$ cat config.mk
export PLATFORM = sky130hd
export DESIGN_NAME = sb_config_ctrl
export DESIGN_NICKNAME = d
export VERILOG_FILES = /design/src/rtl/sb_config_ctrl.sv
export SDC_FILE = /design/constraint.sdc
export NUM_CORES = 1
export LEC_CHECK = 0
export ABC_AREA = 1
export CELL_PAD_IN_SITES_DETAIL_PLACEMENT = 1
export CELL_PAD_IN_SITES_GLOBAL_PLACEMENT = 2
export CORE_AREA = 2 2 117 164
export CTS_CLUSTER_DIAMETER = 80
export DETAILED_ROUTE_END_ITERATION = 8
export DIE_AREA = 0 0 119 166
export HOLD_SLACK_MARGIN = 0.06
export PLACE_DENSITY = 0.75
export SLEW_MARGIN = 0
export SYNTH_ARGS = -nofsm -noshare
export SYNTH_HDL_FRONTEND = slang
export SYNTH_SLANG_ARGS = --single-unit
$ cat constraint.sdc
create_clock -name clk -period 1.22 [get_ports clk]
set_input_delay 0.305 -clock clk [delete_from_list [all_inputs] [get_ports clk]]
set_output_delay 0.305 -clock clk [all_outputs]
set_load 0.05 [all_outputs]
$ cat src/rtl/sb_config_ctrl.sv
// rtl/sb_config_ctrl.sv - shadow/active switch config register block with commit control
module sb_config_ctrl #(
   parameter logic [7:0]  CFG_ADDR  = 8'h00,
   parameter logic [31:0] CFG_RESET = 32'h00000C00
) (
   input  logic        clk,
   input  logic        rst_n,
   input  logic        cfg_valid,
   output logic        cfg_ready,
   input  logic        cfg_write,
   input  logic [7:0]  cfg_addr,
   input  logic [31:0] cfg_wdata,
   output logic [31:0] cfg_rdata,
   output logic        cfg_rvalid,
   output logic        cfg_err,
   input  logic        commit,
   input  logic [1:0]  in_0_0,
   input  logic [1:0]  in_2_0,
   input  logic [1:0]  in_3_0,
   input  logic [1:0]  pe_output_0,
   output logic [1:0]  out_1_0
);

   typedef enum logic [1:0] {
      IDLE   = 2'd0,
      WDONE  = 2'd1,
      RDONE  = 2'd2,
      COMMIT = 2'd3
   } state_t;

   state_t      state_q, state_d;
   logic [31:0] shadow_q, shadow_d;
   logic [31:0] active_q, active_d;
   logic [7:0]  count_q, count_d;
   logic        pending_q, pending_d;
   logic [31:0] rdata_q, rdata_d;
   logic        rvalid_q, rvalid_d;
   logic        err_q, err_d;

   logic        hit_shadow, hit_active, hit_count, unmapped;
   logic        accept;
   logic [31:0] rd_sel;

   // Address decode; offsets wrap within the 8-bit address space
   assign hit_shadow = (cfg_addr == CFG_ADDR);
   assign hit_active = (cfg_addr == CFG_ADDR + 8'd1);
   assign hit_count  = (cfg_addr == CFG_ADDR + 8'd2);
   assign unmapped   = !(hit_shadow || hit_active || hit_count);

   // A pending commit takes priority over new requests, so ready drops for it
   assign cfg_ready  = rst_n && (state_q == IDLE) && !pending_q;
   assign accept     = cfg_valid && cfg_ready;

   assign cfg_rdata  = rdata_q;
   assign cfg_rvalid = rvalid_q;
   assign cfg_err    = err_q;

   // Read-data selection; unmapped reads return zero
   always_comb begin
      rd_sel = 32'h0;
      if (hit_shadow)      rd_sel = shadow_q;
      else if (hit_active) rd_sel = active_q;
      else if (hit_count)  rd_sel = {24'h0, count_q};
   end

   // Next-state logic: every non-IDLE state lasts exactly one cycle
   always_comb begin
      state_d = IDLE;
      case (state_q)
         IDLE: begin
            if (pending_q)                                  state_d = COMMIT;
            else if (accept && cfg_write && hit_active)     state_d = COMMIT;
            else if (accept && cfg_write)                   state_d = WDONE;
            else if (accept)                                state_d = RDONE;
            else if (commit)                                state_d = COMMIT;
            else                                            state_d = IDLE;
         end
         default: state_d = IDLE;
      endcase
   end

   // Commit bookkeeping: an external commit that cannot start right away is
   // remembered; repeated pulses collapse into the single pending flag
   always_comb begin
      pending_d = pending_q;
      if ((state_q == IDLE) && !accept && (pending_q || commit)) pending_d = 1'b0;
      else if (commit)                                             pending_d = 1'b1;
   end

   // Datapath next values: shadow on write, active/count on the COMMIT cycle,
   // read response and error pulses on the accept edge
   always_comb begin
      shadow_d = shadow_q;
      active_d = active_q;
      count_d  = count_q;
      rdata_d  = rdata_q;
      rvalid_d = 1'b0;
      err_d    = 1'b0;
      if (accept && cfg_write && hit_shadow) shadow_d = cfg_wdata;
      if (state_q == COMMIT) begin
         active_d = shadow_q;
         count_d  = count_q + 8'd1;
      end
      if (accept && !cfg_write) begin
         rdata_d  = rd_sel;
         rvalid_d = 1'b1;
      end
      if (accept && unmapped) err_d = 1'b1;
   end

   // State and register update with asynchronous reset
   always_ff @(posedge clk or negedge rst_n) begin
      if (!rst_n) begin
         state_q   <= IDLE;
         shadow_q  <= CFG_RESET;
         active_q  <= CFG_RESET;
         count_q   <= 8'h00;
         pending_q <= 1'b0;
         rdata_q   <= 32'h0;
         rvalid_q  <= 1'b0;
         err_q     <= 1'b0;
      end else begin
         state_q   <= state_d;
         shadow_q  <= shadow_d;
         active_q  <= active_d;
         count_q   <= count_d;
         pending_q <= pending_d;
         rdata_q   <= rdata_d;
         rvalid_q  <= rvalid_d;
         err_q     <= err_d;
      end
   end

   // Output switch driven only by the committed configuration
   always_comb begin
      out_1_0 = pe_output_0;
      case (active_q[11:10])
         2'd0:    out_1_0 = in_0_0;
         2'd1:    out_1_0 = in_2_0;
         2'd2:    out_1_0 = in_3_0;
         default: out_1_0 = pe_output_0;
      endcase
   end

endmodule

==> Word level (Yosys, flattened, before mapping) <==
Cells that the tools add are included.
{ "op_classes": {"div": 0, "magnitude_cmp": 0, "shifts": 0, "bitwise_logic": 0, "n_eq_ne": 5, "n_mul": 0, "n_addsub": 1, "muxes": 14, "n_reduce_logical": 21} }
{ "ops": {"columns": ["cell", "count"], "rows": [
  ["two-way mux 32 bit", 2],
  ["two-way mux 2 bit", 6],
  ["logical AND 1 bit", 10],
  ["adder 8 x 1 -> 8 bit, second input constant", 1],
  ["equality test 8 x 1 -> 1 bit, second input constant", 1],
  ["equality test 8 x 2 -> 1 bit, second input constant", 1],
  ["logical NOT 8 bit", 1],
  ["two-way mux 8 bit", 1],
  ["one-hot mux 2 bit (3 select lines)", 1],
  ["equality test 2 bit, second input constant", 2],
  ["logical NOT 1 bit", 4],
  ["logical NOT 2 bit", 2],
  ["two-way mux 1 bit", 4],
  ["logical OR 1 bit", 3],
  ["equality test 2 x 1 -> 1 bit, second input constant", 1],
  ["nonzero test 2 bit", 1]
]} }
{ "word_totals": {"ramBits": 0, "inputBits": 53, "register_bits": 109, "wordCells": 49, "out_inout_bits": 37, "n_memories": 0, "rom_bits": 0, "latch_bits": 0} }

==> Depth between registers and ports, before layout <==
{ "logic_depth": {"ltp_word": 9, "mapped_depth": 9, "depth_no_buf": 8} }

==> Worst setup path before layout <==
No wires, ideal clock.
{ "synth_path": {"kind": "reg-to-output", "start": "reg state_q[1]", "end": "out cfg_ready", "arrival_ns": 1.948, "path_slack_ns": -1.033, "stages_incl_launch_ff": 2, "path_buffers": 0, "path_cell_list": "dfrtp_1 > nor4_1"} }
{ "synth_via": {"elab_chain_len": 3} }
{ "synth_lines": {"columns": ["element", "line", "rtl"], "rows": [
  ["from (decl)", "31", "state_t state_q, state_d;"],
  ["from (signal assigned)", "123", "state_q <= state_d;"],
  ["logical NOT 2 bit", "51", "assign cfg_ready = rst_n && (state_q == IDLE) && !pending_q;"],
  ["logical AND 1 bit (2 in a row)", "51", null],
  ["to (decl)", "9", "output logic cfg_ready,"]
]} }
No other way between the ends.

==> Worst setup path after layout <==
{ "layout_path": {"start": "reg active_q[11]", "end": "out out_1_0[0]"} }
{ "layout_via": {"elab_chain_len": 2} }
{ "layout_lines": {"columns": ["element", "line", "rtl"], "rows": [
  ["from (decl)", "33", "logic [31:0] active_q, active_d;"],
  ["from (signal assigned)", "125", "active_q <= active_d;"],
  ["equality test 2 bit (tied with other cells)", "137", "case (active_q[11:10])"],
  ["one-hot mux 2 bit (3 select lines) (*)", "137", null],
  ["to (decl)", "21", "output logic [1:0] out_1_0"]
]} }
Mark *: on every way between the ends. The rest lies on a longest branch, timed or not.

==> metrics.txt <==
# TYPE chip_impl_metric gauge
chip_impl_metric{name="avgRoutedWirePerCell",unit="µm"} 19.2
chip_impl_metric{name="timing.fmax",unit="MHz"} 568
chip_impl_metric{name="final_design_area_no_fill",unit="µm²"} 9440
chip_impl_metric{name="die_y",unit="µm"} 166
chip_impl_info{name="setup.worst_path.start_class",value="flip-flop"} 1
chip_impl_metric{name="aggregate_global_routing_overflow",unit=""} 0
chip_impl_metric{name="synth_seq_cells",unit=""} 109
chip_impl_metric{name="synth_edf_count",unit=""} 0
chip_impl_metric{name="core_area",unit="µm²"} 18400
chip_impl_metric{name="drv_slew",unit=""} 0
chip_impl_metric{name="asyncSetResetFlopFracSynth",unit=""} 1.00
chip_impl_metric{name="numCtsBuffers",unit=""} 9
chip_impl_metric{name="finalSetupViolCount",unit=""} 144
chip_impl_metric{name="hold_violations",unit=""} 0
chip_impl_metric{name="num-fill-cells",unit=""} 1967
chip_impl_metric{name="power.ir.vdd_worst",unit="V"} 0.000829
chip_impl_info{name="reg2reg_to",value="cfg_rdata[0]"} 1
chip_impl_metric{name="synthDistinctLibCells",unit=""} 32
chip_impl_metric{name="synthesis.yosys.warnings",unit=""} 0
chip_impl_metric{name="slew_at_the_pin_closest_to_its_max_slew_limit",unit="ns"} 0.832
chip_impl_metric{name="syn_inst",unit=""} 621
chip_impl_metric{name="flow.area_growth_from_synthesis",unit="%"} 87.0
chip_impl_metric{name="worst-path-max-fanout",unit=""} 7
chip_impl_metric{name="max_cap_violations",unit=""} 0
chip_impl_metric{name="totalPowerFinal",unit="mW"} 11.8
chip_impl_metric{name="grt.total_usage",unit=""} 0.204
chip_impl_metric{name="finalWorstSetupSlack",unit="ns"} -0.542
chip_impl_metric{name="r2r_cells",unit=""} 9
chip_impl_metric{name="cellPowerDensity",unit="nW/µm²"} 1250
chip_impl_metric{name="drt_iter0_markers",unit=""} 255
chip_impl_metric{name="placement_rows",unit=""} 59
chip_impl_metric{name="syn_area",unit="µm²"} 5050
chip_impl_metric{name="grt_start_max_net_pins",unit=""} 64
chip_impl_info{name="critPathLaunch",value="active_q[11]"} 1
chip_impl_metric{name="globalplace.congestion",unit=""} 0.784
chip_impl_metric{name="sinks_on_clock_net",unit=""} 109
chip_impl_metric{name="number_of_global_route_vias_before_repair",unit=""} 5641
chip_impl_metric{name="clock_tree.htree_level_count",unit=""} 3
chip_impl_info{name="status",value="finished, violations left"} 1
chip_impl_metric{name="timing.hold.ws",unit="ns"} 0.215
chip_impl_metric{name="grt_antenna_before_repair",unit=""} 0
chip_impl_info{name="worstSetupPathType",value="reg -> out"} 1
chip_impl_metric{name="leakagePower",unit="nW"} 4.80
chip_impl_metric{name="clockBufferDepth",unit=""} 2
chip_impl_metric{name="share_of_the_yosys_chip_area_belonging_to_registers",unit=""} 0.542
chip_impl_info{name="yosys.cell_count.top_type",value="sky130_fd_sc_hd__nand2_1"} 1
chip_impl_metric{name="finalNetCount",unit=""} 867
chip_impl_metric{name="initial_core_util",unit=""} 0.275
chip_impl_metric{name="port_buffer_cells",unit=""} 89
chip_impl_metric{name="dp_hpwl",unit="µm"} 10600
chip_impl_metric{name="grt_pass1_wl",unit="µm"} 31100
chip_impl_metric{name="die-width",unit="µm"} 119
chip_impl_info{name="setup_repair_after_global_routing_missed_its_margin",value="true"} 1
chip_impl_metric{name="timing.max_slew.rel_slack",unit=""} 0.446
chip_impl_metric{name="worst_skew_pair.late_latency",unit="ns"} 0.36
chip_impl_info{name="violations",value="setup timing"} 1
chip_impl_metric{name="vias_per_cell",unit=""} 4.78
chip_impl_info{name="critical_path.reg2reg.startpoint",value="state_q[1]"} 1
chip_impl_info{name="crit_path_end",value="out_1_0[0]"} 1
chip_impl_metric{name="timing.clock.skew",unit="ns"} 0.00874
chip_impl_metric{name="num_vias",unit=""} 5073
chip_impl_info{name="yosys-top-cells-count",value="313 x sky130_fd_sc_hd__nand2_1, 105 x sky130_fd_sc_hd__dfrtp_1, 76 x sky130_fd_sc_hd__nand3_1"} 1
chip_impl_info{name="crit_path_end_kind",value="primary output"} 1
chip_impl_metric{name="route.detailed.drc",unit=""} 0
chip_impl_info{name="netlist_top_cells_area",value="sky130_fd_sc_hd__dfrtp_1 52%, sky130_fd_sc_hd__nand2_1 23%, sky130_fd_sc_hd__nand3_1 7.5%, sky130_fd_sc_hd__dfstp_2 2.1%, sky130_fd_sc_hd__inv_1 1.9%"} 1
chip_impl_metric{name="synth.top_cell.area_share",unit=""} 0.521
chip_impl_metric{name="synth_nets",unit=""} 675
chip_impl_metric{name="layout_worst_path_cycle_share",unit=""} 1.44
chip_impl_metric{name="num_io_pins",unit=""} 90
chip_impl_info{name="yosys.area.top_type",value="sky130_fd_sc_hd__dfrtp_1"} 1
chip_impl_metric{name="layout-drive-gt1-share",unit=""} 0.519
chip_impl_metric{name="post_cts_clock_slew_at_the_launch_and_capture_registers_of_the_worst_setup_and_hold_paths",unit="ns"} 0.07
chip_impl_metric{name="placement.cell_area",unit="µm²"} 6800
chip_impl_metric{name="detail_route.wirelength",unit="µm"} 20400
chip_impl_info{name="tritoncts",value="done"} 1
chip_impl_metric{name="antenna_left",unit=""} 0
chip_impl_metric{name="worstPathRequired",unit="ns"} 0.91
chip_impl_metric{name="synth.avg_cell_area",unit="µm²"} 8.13
chip_impl_metric{name="preCtsSetupSlack",unit="ns"} -0.677
chip_impl_info{name="ys_dominant_reg_cell",value="sky130_fd_sc_hd__dfrtp_1"} 1
chip_impl_metric{name="arrival",unit="ns"} 1.46
chip_impl_metric{name="floorplan.die_area",unit="µm²"} 19800
chip_impl_metric{name="reg2reg_setup_slack",unit="ns"} -0.40
chip_impl_metric{name="period_needed",unit="ns"} 1.76
chip_impl_metric{name="postCtsHoldBufs",unit=""} 0
chip_impl_metric{name="num_antenna_cells",unit=""} 0
chip_impl_info{name="cts_root_buf",value="sky130_fd_sc_hd__clkbuf_16"} 1
chip_impl_info{name="min_path_type",value="in -> async"} 1
chip_impl_metric{name="drtPass1Iterations",unit=""} 4
sequential cells by signal, summed over array words and instances, names as in the netlist:
register,flops
shadow_q,32
active_q,32
cfg_err,1
state_q,2
cfg_rvalid,1
cfg_rdata,32
pending_q,1
count_q,8
metal layers:
layer | up-vias | share of wire | GRT usage
met1 | 2571 | 0.38 | 0.242
met4 | 0 | 0.031 | 0.0787
met3 | 39 | 0.033 | 0.0264
li1 | 2344 | - | -
met5 | - | 0 | 0
met2 | 119 | 0.56 | 0.370
worst max-delay path, stage by stage (launching register included):
cell and delay, ns:
sky130_fd_sc_hd__dfstp_2 0.62, sky130_fd_sc_hd__nand3_2 0.12, sky130_fd_sc_hd__a31oi_4 0.20, sky130_fd_sc_hd__buf_12 0.16
stage by stage:
stage | TNS, ns | util | cells
after floorplan | -4.47 | - | 621
after global placement | -42.06 | 0.370 | 959
after CTS | -29.90 | 0.476 | 1048
after detailed placement | -46.09 | 0.370 | 959
final | -29.36 | 0.513 | 1061
after global routing | -35.07 | 0.513 | 1061
area by class of cell:
cell class / count / area [µm²] / area share
clock buffer: 9 / 225 / 0.0239
clock inverter: 6 / 71.3 / 0.00756
inverter: 29 / 144 / 0.0152
multi-input combinational: 455 / 3100 / 0.328
sequential: 109 / 2740 / 0.290
tap: 244 / 305 / 0.0324
timing repair buffer: 209 / 2850 / 0.302
where the power goes:
group | total [mW] | internal (mW) | switching [mW]
clock network | 3.03 | 1.60 | 1.43
logic | 4.78 | 2.41 | 2.37
registers | 4.01 | 3.78 | 0.227
repair_timing:
action / 4_1_cts / 5_1_grt
endpoints found under the setup margin: 142 / 146
pin swaps: 58 / 76
buffers inserted: 53 / 31
cloned: 23 / 2
resized for setup: 208 / 214
cell families (layout without fill, tap and decap cells):
logic type               count (synthesis)  count (layout)  synth area share
AO/OA/AOI/OAI                           30              30            0.0312
XOR/XNOR                                 5               5           0.00868
adder cells (fa/ha/maj)                  1               1           0.00248
buffers and inverters                   60             253            0.0632
flip-flops                             109             109             0.542
AND/OR/NAND/NOR                        416             419             0.353
how the worst min path moves through the flow:
| stage | startpoint | endpoint | slack [ns] | cells after the start |
|---|---|---|---|---|
| 2_1_floorplan | rst_n | active_q[0] | 0.009 | 0 |
| 3_3_place_gp | shadow_q[4] | shadow_q[4] | 0.46 | 2 |
| 3_5_place_dp | shadow_q[5] | shadow_q[5] | 0.46 | 2 |
| 4_1_cts | rst_n | state_q[0] | 0.23 | 3 |
| 5_1_grt | rst_n | count_q[2] | 0.26 | 3 |
| 6_report | rst_n | active_q[0] | 0.21 | 3 |
cell usage in the layout (no fill, tap or decap), types with 20 or more instances in the layout:
cell type and instances:
sky130_fd_sc_hd__nand2_1 150, sky130_fd_sc_hd__buf_12 63, sky130_fd_sc_hd__buf_6 21, sky130_fd_sc_hd__nand3_1 58
sky130_fd_sc_hd__clkdlybuf4s50_1 43, sky130_fd_sc_hd__dfrtp_1 99, sky130_fd_sc_hd__buf_4 50, sky130_fd_sc_hd__nand2_2 107
sky130_fd_sc_hd__nand2_4 56, sky130_fd_sc_hd__inv_1 20
No activity file was read; power rests on OpenSTA's default activity.
